==> config.mk <==
export PLATFORM = sky130hd
export DESIGN_NAME = hwmod_exec_log
export DESIGN_NICKNAME = d
export VERILOG_FILES = /design/src/rtl/hwmod_log_pkg.sv /design/src/rtl/hwmod_log_fifo.sv /design/src/rtl/hwmod_exec_log.sv
export SDC_FILE = /design/constraint.sdc
export NUM_CORES = 1
export LEC_CHECK = 0
export CAP_MARGIN = 40
export CORE_ASPECT_RATIO = 0.5
export CORE_MARGIN = 2
export CORE_UTILIZATION = 29
export CTS_BUF_LIST = sky130_fd_sc_hd__clkbuf_4 sky130_fd_sc_hd__clkbuf_8
export CTS_CLUSTER_SIZE = 28
export DETAILED_ROUTE_END_ITERATION = 10
export SLEW_MARGIN = 0
export SYNTH_ARGS = -nofsm -noshare
export SYNTH_HDL_FRONTEND = slang
export SYNTH_SLANG_ARGS = --single-unit
==> constraint.sdc <==
create_clock -name clk -period 1.7 [get_ports clk]
set_input_delay 0.17 -clock clk [delete_from_list [all_inputs] [get_ports clk]]
set_output_delay 0.17 -clock clk [all_outputs]
set_load 0.05 [all_outputs]
==> src/rtl/hwmod_log_pkg.sv <==
// Shared types and constants for the execution-proof log block.
// Cause queue depth and register map live here so the top and the FIFO agree.
package hwmod_log_pkg;

    typedef enum logic [1:0] {
        ST_IDLE  = 2'd0,
        ST_VALID = 2'd1,
        ST_LOST  = 2'd2
    } log_state_e;

    localparam logic [2:0] OFS_STATUS = 3'd0;
    localparam logic [2:0] OFS_VCNT   = 3'd1;
    localparam logic [2:0] OFS_CAUSE  = 3'd2;
    localparam logic [2:0] OFS_CTRL   = 3'd3;

    localparam int CTRL_CLR_VCNT = 0;
    localparam int CTRL_FLUSH    = 1;

    localparam int FIFO_DEPTH = 4;

endpackage

==> src/rtl/hwmod_log_fifo.sv <==
// Cause queue: FIFO_DEPTH entries of W bits, drop-on-full with sticky overflow.
// A pop in the same cycle frees the slot for a push on a full queue.
module hwmod_log_fifo
    import hwmod_log_pkg::*;
#(
    parameter int W = 5
) (
    input  logic         clk,
    input  logic         rst_n,
    input  logic         push_i,
    input  logic         pop_i,
    input  logic         flush_i,
    input  logic [W-1:0] din_i,
    output logic [W-1:0] dout_o,
    output logic         full_o,
    output logic         empty_o,
    output logic         overflow_o
);
    localparam int AW = $clog2(FIFO_DEPTH);
    localparam int CW = AW + 1;

    logic [W-1:0]  mem_q [FIFO_DEPTH];
    logic [AW-1:0] wr_ptr_q, rd_ptr_q;
    logic [CW-1:0] cnt_q;
    logic          ovf_q;
    logic          do_push, do_pop;

    assign empty_o    = (cnt_q == '0);
    assign full_o     = (cnt_q == CW'(FIFO_DEPTH));
    assign dout_o     = mem_q[rd_ptr_q];
    assign overflow_o = ovf_q;
    assign do_pop     = pop_i && !empty_o;
    assign do_push    = push_i && (!full_o || do_pop);

    always_ff @(posedge clk or negedge rst_n) begin
        if (!rst_n) begin
            for (int i = 0; i < FIFO_DEPTH; i++) mem_q[i] <= '0;
            wr_ptr_q <= '0;
            rd_ptr_q <= '0;
            cnt_q    <= '0;
            ovf_q    <= 1'b0;
        end else if (flush_i) begin
            wr_ptr_q <= '0;
            rd_ptr_q <= '0;
            cnt_q    <= '0;
            ovf_q    <= 1'b0;
        end else begin
            if (do_push) begin
                mem_q[wr_ptr_q] <= din_i;
                wr_ptr_q        <= wr_ptr_q + 1'b1;
            end
            if (do_pop) rd_ptr_q <= rd_ptr_q + 1'b1;
            case ({do_push, do_pop})
                2'b10:   cnt_q <= cnt_q + 1'b1;
                2'b01:   cnt_q <= cnt_q - 1'b1;
                default: cnt_q <= cnt_q;
            endcase
            if (push_i && !do_push) ovf_q <= 1'b1;
        end
    end

endmodule

==> src/rtl/hwmod_exec_log.sv <==
// Execution-proof monitor log: tracks exec loss, queues loss causes, counts monitor resets.
// HWMOD_EXEC_LOG_FIFO_EN selects the 4-deep cause FIFO; otherwise a single cause register.
module hwmod_exec_log
    import hwmod_log_pkg::*;
#(
    parameter logic [15:0] BASE_ADDR = 16'h0190,
    parameter int          CNT_W     = 16
) (
    input  logic        clk,
    input  logic        puc_n,
    input  logic        exec,
    input  logic        exec1,
    input  logic        exec2,
    input  logic        exec3,
    input  logic        exec4,
    input  logic        exec5,
    input  logic        mon_reset,
    input  logic        per_en,
    input  logic [1:0]  per_we,
    input  logic [13:0] per_addr,
    input  logic [15:0] per_din,
    output logic [15:0] per_dout
);
    log_state_e       state_q;
    logic             mon_q;
    logic [CNT_W-1:0] vcnt_q, vcnt_d;
    logic [15:0]      vcnt_ext;

    logic       sel, rd, ctrl_wr, clr_vcnt, flush, push, pop_req;
    logic [2:0] word;
    logic [4:0] cause_in, head;
    logic       fifo_empty, fifo_full, overflow;
    logic       unused_din;

    assign sel      = per_en && ({1'b0, per_addr[13:3]} == BASE_ADDR[15:4]);
    assign word     = per_addr[2:0];
    assign rd       = sel && (per_we == 2'b00);
    assign ctrl_wr  = sel && per_we[0] && (word == OFS_CTRL);
    assign clr_vcnt = ctrl_wr && per_din[CTRL_CLR_VCNT];
    assign flush    = ctrl_wr && per_din[CTRL_FLUSH];
    assign pop_req  = rd && (word == OFS_CAUSE);
    assign unused_din = ^per_din[15:2];

    // A cause bit is set for every sub-condition that failed when exec dropped.
    assign push     = (state_q == ST_VALID) && !exec;
    assign cause_in = ~{exec5, exec4, exec3, exec2, exec1};

    always_ff @(posedge clk or negedge puc_n) begin
        if (!puc_n) begin
            state_q <= ST_IDLE;
        end else begin
            case (state_q)
                ST_IDLE:  if (exec) state_q <= ST_VALID;
                ST_VALID: if (!exec) state_q <= ST_LOST;
                ST_LOST:  state_q <= exec ? ST_VALID : ST_IDLE;
                default:  state_q <= ST_IDLE;
            endcase
        end
    end

    always_comb begin
        vcnt_d = vcnt_q;
        if (clr_vcnt)
            vcnt_d = '0;
        else if (mon_reset && !mon_q && (vcnt_q != {CNT_W{1'b1}}))
            vcnt_d = vcnt_q + 1'b1;
    end

    always_ff @(posedge clk or negedge puc_n) begin
        if (!puc_n) begin
            mon_q  <= 1'b0;
            vcnt_q <= '0;
        end else begin
            mon_q  <= mon_reset;
            vcnt_q <= vcnt_d;
        end
    end

    assign vcnt_ext = 16'(vcnt_q);

`ifdef HWMOD_EXEC_LOG_FIFO_EN
    hwmod_log_fifo #(.W(5)) u_fifo (
        .clk        (clk),
        .rst_n      (puc_n),
        .push_i     (push),
        .pop_i      (pop_req),
        .flush_i    (flush),
        .din_i      (cause_in),
        .dout_o     (head),
        .full_o     (fifo_full),
        .empty_o    (fifo_empty),
        .overflow_o (overflow)
    );
`else
    logic       valid_q, ovf_q;
    logic [4:0] cause_q;

    // A push landing on an unread cause overwrites it and flags the loss.
    always_ff @(posedge clk or negedge puc_n) begin
        if (!puc_n) begin
            valid_q <= 1'b0;
            ovf_q   <= 1'b0;
            cause_q <= '0;
        end else if (flush) begin
            valid_q <= 1'b0;
            ovf_q   <= 1'b0;
        end else if (push) begin
            cause_q <= cause_in;
            valid_q <= 1'b1;
            if (valid_q && !pop_req) ovf_q <= 1'b1;
        end else if (pop_req) begin
            valid_q <= 1'b0;
        end
    end

    assign head       = cause_q;
    assign fifo_empty = ~valid_q;
    assign fifo_full  = valid_q;
    assign overflow   = ovf_q;
`endif

    always_comb begin
        per_dout = 16'h0000;
        if (sel) begin
            case (word)
                OFS_STATUS: per_dout = {6'b0, (state_q == ST_LOST), overflow, fifo_full,
                                        fifo_empty, exec5, exec4, exec3, exec2, exec1, exec};
                OFS_VCNT:   per_dout = vcnt_ext;
                OFS_CAUSE:  per_dout = fifo_empty ? 16'h0000 : {11'b0, head};
                default:    per_dout = 16'h0000;
            endcase
        end
    end

endmodule

==> results.py, run 1 <==
metrics = {
    "timing": {
        "final_layout_setup_total_negative_slack_ns": -0.3026,
        "worst_slew_pin_slew_ns": 0.3917,
        "timing.clock.skew_ns": 0.003912,
        "worst_hold_slack_ns": 0.2592,
        "hold_violations": 0,
        "finalWorstSetupSlack_ns": -0.08043,
        "period_needed_ns": 1.780,
        "clock.fmax_mhz": 561.7,
        "finalMaxSlewViolations": 0,
        "setup_repair_after_global_routing_missed_its_margin": "true",
        "max_slew_margin": 0.7354,
        "finalSetupViolations": 7,
        "final.period_utilization": 1.047,
    },
    "drt": {
        "num_vias": 1715,
        "wl_per_cell_um": 15.21,
        "dr.pass1.iters": 4,
        "drtIter0Drc": 76,
        "drcViolationCount": 0,
        "postRouteWirelength_um": 5173,
        "routed_via_density": 5.044,
        "antenna_violating_nets_post_route": 0,
    },
    "die": {
        "design.die.area_mm2": 0.006342,
        "floorplan.die.height_um": 57.32,
        "num_io_pins": 58,
        "coreArea_mm2": 0.005492,
        "die_width_um": 110.6,
        "start_util": 0.3003,
        "num_rows": 19,
    },
    "synthesis": {
        "yosys.cell_count.top_type": "dfrtp_1",
        "mappedNetlistArea_mm2": 0.001649,
        "ys_top_cells_by_area": "dfrtp_1 (39%), a21oi_1 (5.8%), o31ai_1 (4.6%)",
        "synth_cell_types": 44,
        "synthesis_stage_register_bit_count": 26,
        "synth_sequential_area_ratio": 0.3945,
        "synth_common_cells": "dfrtp_1 (26), a21oi_1 (19), nor2_1 (13)",
        "synth_top_area_frac": 0.3945,
        "synth-edff-count": 0,
        "postSynthNetCount": 219,
        "synth-async-reset-ratio": 1.000,
        "postSynthAreaPerCell_um2": 9.370,
        "synth_ff_type": "dfrtp_1",
        "number_of_warnings_printed_during_yosys_synthesis": 0,
        "syn-instance-count": 176,
        "post-synth-top-area-cell": "dfrtp_1",
    },
    "pwr": {
        "ir_worst_vdd_mv": 0.3498,
        "power.share.combinational": 0.348,
        "cell_internal_pwr_mw": 1.432,
        "power_leakage_nw": 1.225,
        "power.switching_uw": 614.6,
        "swShare": 0.3003,
        "post-layout-total-power_mw": 2.046,
        "power.share.sequential": 0.396,
        "power_density_mw_per_mm2": 677.8,
        "clock_power_share": 0.256,
    },
    "worst_setup_path": {
        "cpMaxStageDelayCell": "or4_1",
        "critPathMaxStageDelay_ns": 0.44,
        "worst_ep_required_time_ns": 1.91,
        "crit_path_capture_type": "flop",
        "critPathLaunchType": "flop",
        "crit_start": "vcnt_ext[1]",
        "timing.critical_path.cells": "buf_4 > ha_4 > nand3_4 > or3_4 > or4_1 > a21oi_2",
        "worstPathMaxFanout": 8,
        "worst_ep_arrival_ns": 1.99,
        "crit-reg2reg-launch": "vcnt_ext[1]",
        "critical_path_class": "reg -> reg",
        "ff2ff_path_depth": 6,
    },
    "hold_path": {
        "holdCritPathClass": "in -> async",
    },
    "cells_and_area": {
        "layout.filler_cells": 469,
        "drive_gt1_frac": 0.5356,
        "area_growth_pct": 83.08,
        "antennaDiodeCount": 0,
        "final_cell_count_no_fill": 340,
        "final_net_count": 311,
    },
    "placement": {
        "numPortBuffers": 43,
        "placement.setup.worst_slack_ns": -0.4551,
        "dpl.cell_count": 325,
        "place.gp.congestion": 0.7848,
        "hpwlAfterDp_um": 3600,
    },
    "clocking": {
        "number_of_buffers_added_to_fix_hold_violations_after_cts": 0,
        "ctsRootBufferMaster": "clkbuf_8",
        "worst_setup_hold_path_clk_slew_ns": 0.10,
        "worstSkewPairLatency_ns": 0.27,
        "tritoncts.num_buffers": 3,
        "clock-sinks": 26,
        "cts-htree-levels": 1,
        "tritoncts": "built",
        "ctsLongestPathBuffers": 2,
    },
    "grt": {
        "track_usage": 0.1620,
        "first_global_vias": 1664,
        "grt_pass1_wl_um": 8376,
        "global_route.overflow_total": 0,
        "grt_start_max_net_pins": 27,
        "number_of_antenna_violations_at_the_first_check_in_global_routing": 0,
    },
    "run_status": {
        "status": "finished with violations",
        "failing_checks": "negative setup slack",
    },
    "flow_run": {
        "drv.max_cap_violation_count": 0,
    },
}
layout make-up:
class | count | area [um2] | area share
flip-flops and latches | 26 | 653.1 | 0.2163
inverters | 10 | 37.54 | 0.01243
repair buffers | 94 | 984.7 | 0.3261
clock inverters | 1 | 30.03 | 0.009946
multi-input cells | 133 | 1181 | 0.3912
well taps | 73 | 91.34 | 0.03025
clock buffers | 3 | 41.29 | 0.01368
per-layer routing:
layer	vias up	routed length [um]	track usage
met2	34	2479	0.2673
li1	845	-	-
met3	2	220	0.04038
met4	0	24	0.02143
met5	-	0	0
met1	834	2449	0.2250
sequential cells by signal, indices dropped and copies added, names as in the netlist:
register and flops:
vcnt_ext 16, cause_q 5, state_q 2, fifo_full 1
mon_q 1, overflow 1
cells by family after synthesis:
group | Yosys count | share of synthesized area
multiplexers | 12 | 0.07663
buffers and inverters | 17 | 0.05083
adder cells (fa/ha/maj) | 1 | 0.007586
flip-flops | 26 | 0.3945
AO/OA/AOI/OAI | 47 | 0.1806
AND/OR/NAND/NOR | 73 | 0.2898
path summary, 6_finish.rpt:
| kind | to | slack, ns |
|---|---|---|
| min in group clk | mon_q | 0.45 |
| max in group asynchronous | vcnt_ext[12] | 1.15 |
| worst max-delay path | vcnt_ext[12] | -0.08 |
| worst max register to register | vcnt_ext[12] | -0.08 |
| worst min-delay path | vcnt_ext[13] | 0.26 |
| worst min register to register | state_q[0] | 0.49 |
critical path: cells and delay by family (launching register included):
| family | cells | cell delay [ns] |
|---|---|---|
| AO/OA/AOI/OAI | 1 | 0.13 |
| AND/OR/NAND/NOR | 3 | 0.97 |
| flip-flops | 1 | 0.36 |
| adder cells (fa/ha/maj) | 1 | 0.13 |
| buffers and inverters | 1 | 0.12 |
what timing repair did:
item,in CTS,in global routing
gates cloned,0,1
endpoints found under the hold margin,0,0
setup endpoints to repair,27,23
setup buffers,4,6
resized for setup,83,24
pin swaps,17,23
per-stage QoR:
step	util	instance area, um2
floorplan	-	1677
global placement	0.4769	2619
detailed placement	0.4769	2619
CTS	0.5231	2873
global route	0.5498	3019
finish	0.5498	3019
power by group through the flow:
stage	Sequential (mW)	Combinational, mW	Clock [mW]
after floorplan	0.823	0.226	0
after global placement	0.813	0.514	0
after detailed placement	0.819	0.526	0
after CTS	0.813	0.611	0.546
after global routing	0.825	0.770	0.580
final	0.810	0.712	0.524
placed cells by master, fill, tap and decap left out, drive strengths merged, types with 8 or more instances in the layout:
cell / synthesis / final
a21oi: 19 / 19
buf: 4 / 76
clkdlybuf4s50: 0 / 12
dfrtp: 26 / 26
inv: 10 / 10
nand2: 8 / 8
nor2: 14 / 14
o31ai: 10 / 10
or4: 12 / 12
Power figures use the tool's default switching activity.
==> run 2, diff against run 1 <==
Clock period 1.7 ns to 1.78 ns, I/O delays scaled along.
==> run 2 against run 1 <==
  * Utilization shrank 4.0 points
  * Largest power group unchanged
  * The run now ends clean
  * Sequential cell count is the same
  * Register-to-register slack gained 0.11 ns
  * First-iteration DRC count shrank 3.9%
  * Combinational power shrank 24%
  * Highest routed layer unchanged
  * Worst setup slack gained 0.11 ns
  * Design area shrank 7.3%
  * Power shrank 18%
  * Routed wire length shrank 6.2%
  * Clock power shrank 32%
==> results.py, run 2 (synthesis results as in run 1) <==
metrics = {
    "cells_and_area": {
        "multiInputGateArea_mm2": 0.001085,
        "most-common-layout-cells": "buf_4 (35), dfrtp_1 (26), buf_12 (17), a21oi_1 (14), clkdlybuf4s50_1 (13)",
        "largest_register_ffs": 16,
        "layout.filler_cells": 487,
        "mostFrequentLayoutCell": "buf_4",
        "sequential_cell_area_um2": 650.6,
        "drive_gt1_frac": 0.4370,
        "area_growth_pct": 69.65,
        "final_net_count": 299,
        "antennaDiodeCount": 0,
    },
    "timing": {
        "worst_slew_pin_slew_ns": 0.3383,
        "max_slew_margin": 0.7715,
        "clock.fmax_mhz": 572.3,
        "finalSetupViolations": 0,
        "final.period_utilization": 0.9817,
        "timing.clock.skew_ns": 0.007877,
        "period_needed_ns": 1.747,
        "setup_repair_after_global_routing_missed_its_margin": "true",
        "finalWorstSetupSlack_ns": 0.03262,
        "worst_hold_slack_ns": 0.2876,
        "finalMaxSlewViolations": 0,
        "hold_violations": 0,
    },
    "clocking": {
        "ctsRootBufferMaster": "clkbuf_8",
        "cts-htree-levels": 1,
        "tritoncts": "built",
        "tritoncts.num_buffers": 3,
        "worst_setup_hold_path_clk_slew_ns": 0.10,
        "number_of_buffers_added_to_fix_hold_violations_after_cts": 0,
        "clock-sinks": 26,
        "ctsLongestPathBuffers": 2,
        "worstSkewPairLatency_ns": 0.28,
    },
    "grt": {
        "grt_start_max_net_pins": 27,
        "global_route.overflow_total": 0,
        "number_of_antenna_violations_at_the_first_check_in_global_routing": 0,
        "first_global_vias": 1640,
        "grt_pass1_wl_um": 7962,
        "track_usage": 0.1536,
    },
    "placement": {
        "hpwlAfterDp_um": 3715,
        "placement.setup.worst_slack_ns": -0.4482,
        "numPortBuffers": 43,
        "place.gp.congestion": 0.8108,
    },
    "drt": {
        "drcViolationCount": 0,
        "antenna_violating_nets_post_route": 0,
        "postRouteWirelength_um": 4853,
        "drtIter0Drc": 73,
        "wl_per_cell_um": 14.84,
        "routed_via_density": 5.147,
        "dr.pass1.iters": 4,
        "num_vias": 1683,
    },
    "die": {
        "design.die.area_mm2": 0.006342,
        "die_width_um": 110.6,
        "floorplan.die.height_um": 57.32,
        "start_util": 0.3003,
        "coreArea_mm2": 0.005492,
        "num_io_pins": 58,
        "num_rows": 19,
    },
    "worst_setup_path": {
        "worst_ep_arrival_ns": 1.96,
        "crit_start": "vcnt_ext[0]",
        "critPathLaunchType": "flop",
        "worst_ep_required_time_ns": 2.00,
        "ff2ff_path_depth": 6,
        "crit_path_capture_type": "flop",
        "critical_path_class": "reg -> reg",
        "worstPathMaxFanout": 6,
        "crit-reg2reg-launch": "vcnt_ext[0]",
    },
    "hold_path": {
        "holdCritPathClass": "in -> async",
    },
    "pwr": {
        "power_density_mw_per_mm2": 600.5,
        "post-layout-total-power_mw": 1.680,
        "ir_worst_vdd_mv": 0.3477,
        "power_leakage_nw": 1.128,
    },
    "run_status": {
        "status": "completed",
    },
    "flow_run": {
        "drv.max_cap_violation_count": 0,
    },
}
[run 2: report_power, final]
group / internal, mW / leakage [nW] / switching, mW
Combinational: 0.304 / 0.796 / 0.236
Clock: 0.152 / 0.0216 / 0.201
Sequential: 0.684 / 0.310 / 0.103
[run 2: cell type report]
cell class | instances | share of cell area
repair buffers | 82 | 0.3189
flip-flops and latches | 26 | 0.2326
well taps | 73 | 0.03265
multi-input cells | 133 | 0.3877
inverters | 10 | 0.01342
clock buffers | 3 | 0.01476
[run 2: repair_timing]
item	CTS	global route
gates resized for setup	48	21
pin swaps	8	5
endpoints found under the hold margin	0	0
setup buffers	1	1
endpoints found under the setup margin	17	25
[run 2: final timing paths]
| path | end | slack [ns] |
|---|---|---|
| setup / recovery | vcnt_ext[13] | 0.03 |
| min in group clk | mon_q | 0.47 |
| setup reg to reg | vcnt_ext[13] | 0.03 |
| max in group asynchronous | cause_q[2] | 1.22 |
| hold reg to reg | state_q[0] | 0.49 |
| hold / removal | vcnt_ext[14] | 0.29 |
[run 2: routing by layer]
metal  vias to the layer above  part of all wire  global-route usage
met5                         -                 0                   0
met4                         0            0.0084             0.02857
met3                         4             0.034             0.03294
met2                        33              0.47              0.2559
met1                       819              0.49              0.2119
li1                        827                 -                   -
[run 2: per-stage QoR]
stage	cell area, um2	util	instances	setup TNS, ns
5_1_grt	2798	0.5095	327	-0.01514
3_5_place_dp	2596	0.4728	322	-9.900
2_1_floorplan	1670	-	176	-0.6889
4_1_cts	2709	0.4933	326	-0.007742
6_report	2798	0.5095	327	0
3_3_place_gp	2596	0.4728	322	-8.845
[run 2: worst max-delay path: stages (launching register included)]
cell	delay, ns
dfrtp_1	0.42
buf_6	0.14
and4_4	0.22
nand4_1	0.09
buf_4	0.17
or4_4	0.51
a21oi_2	0.13
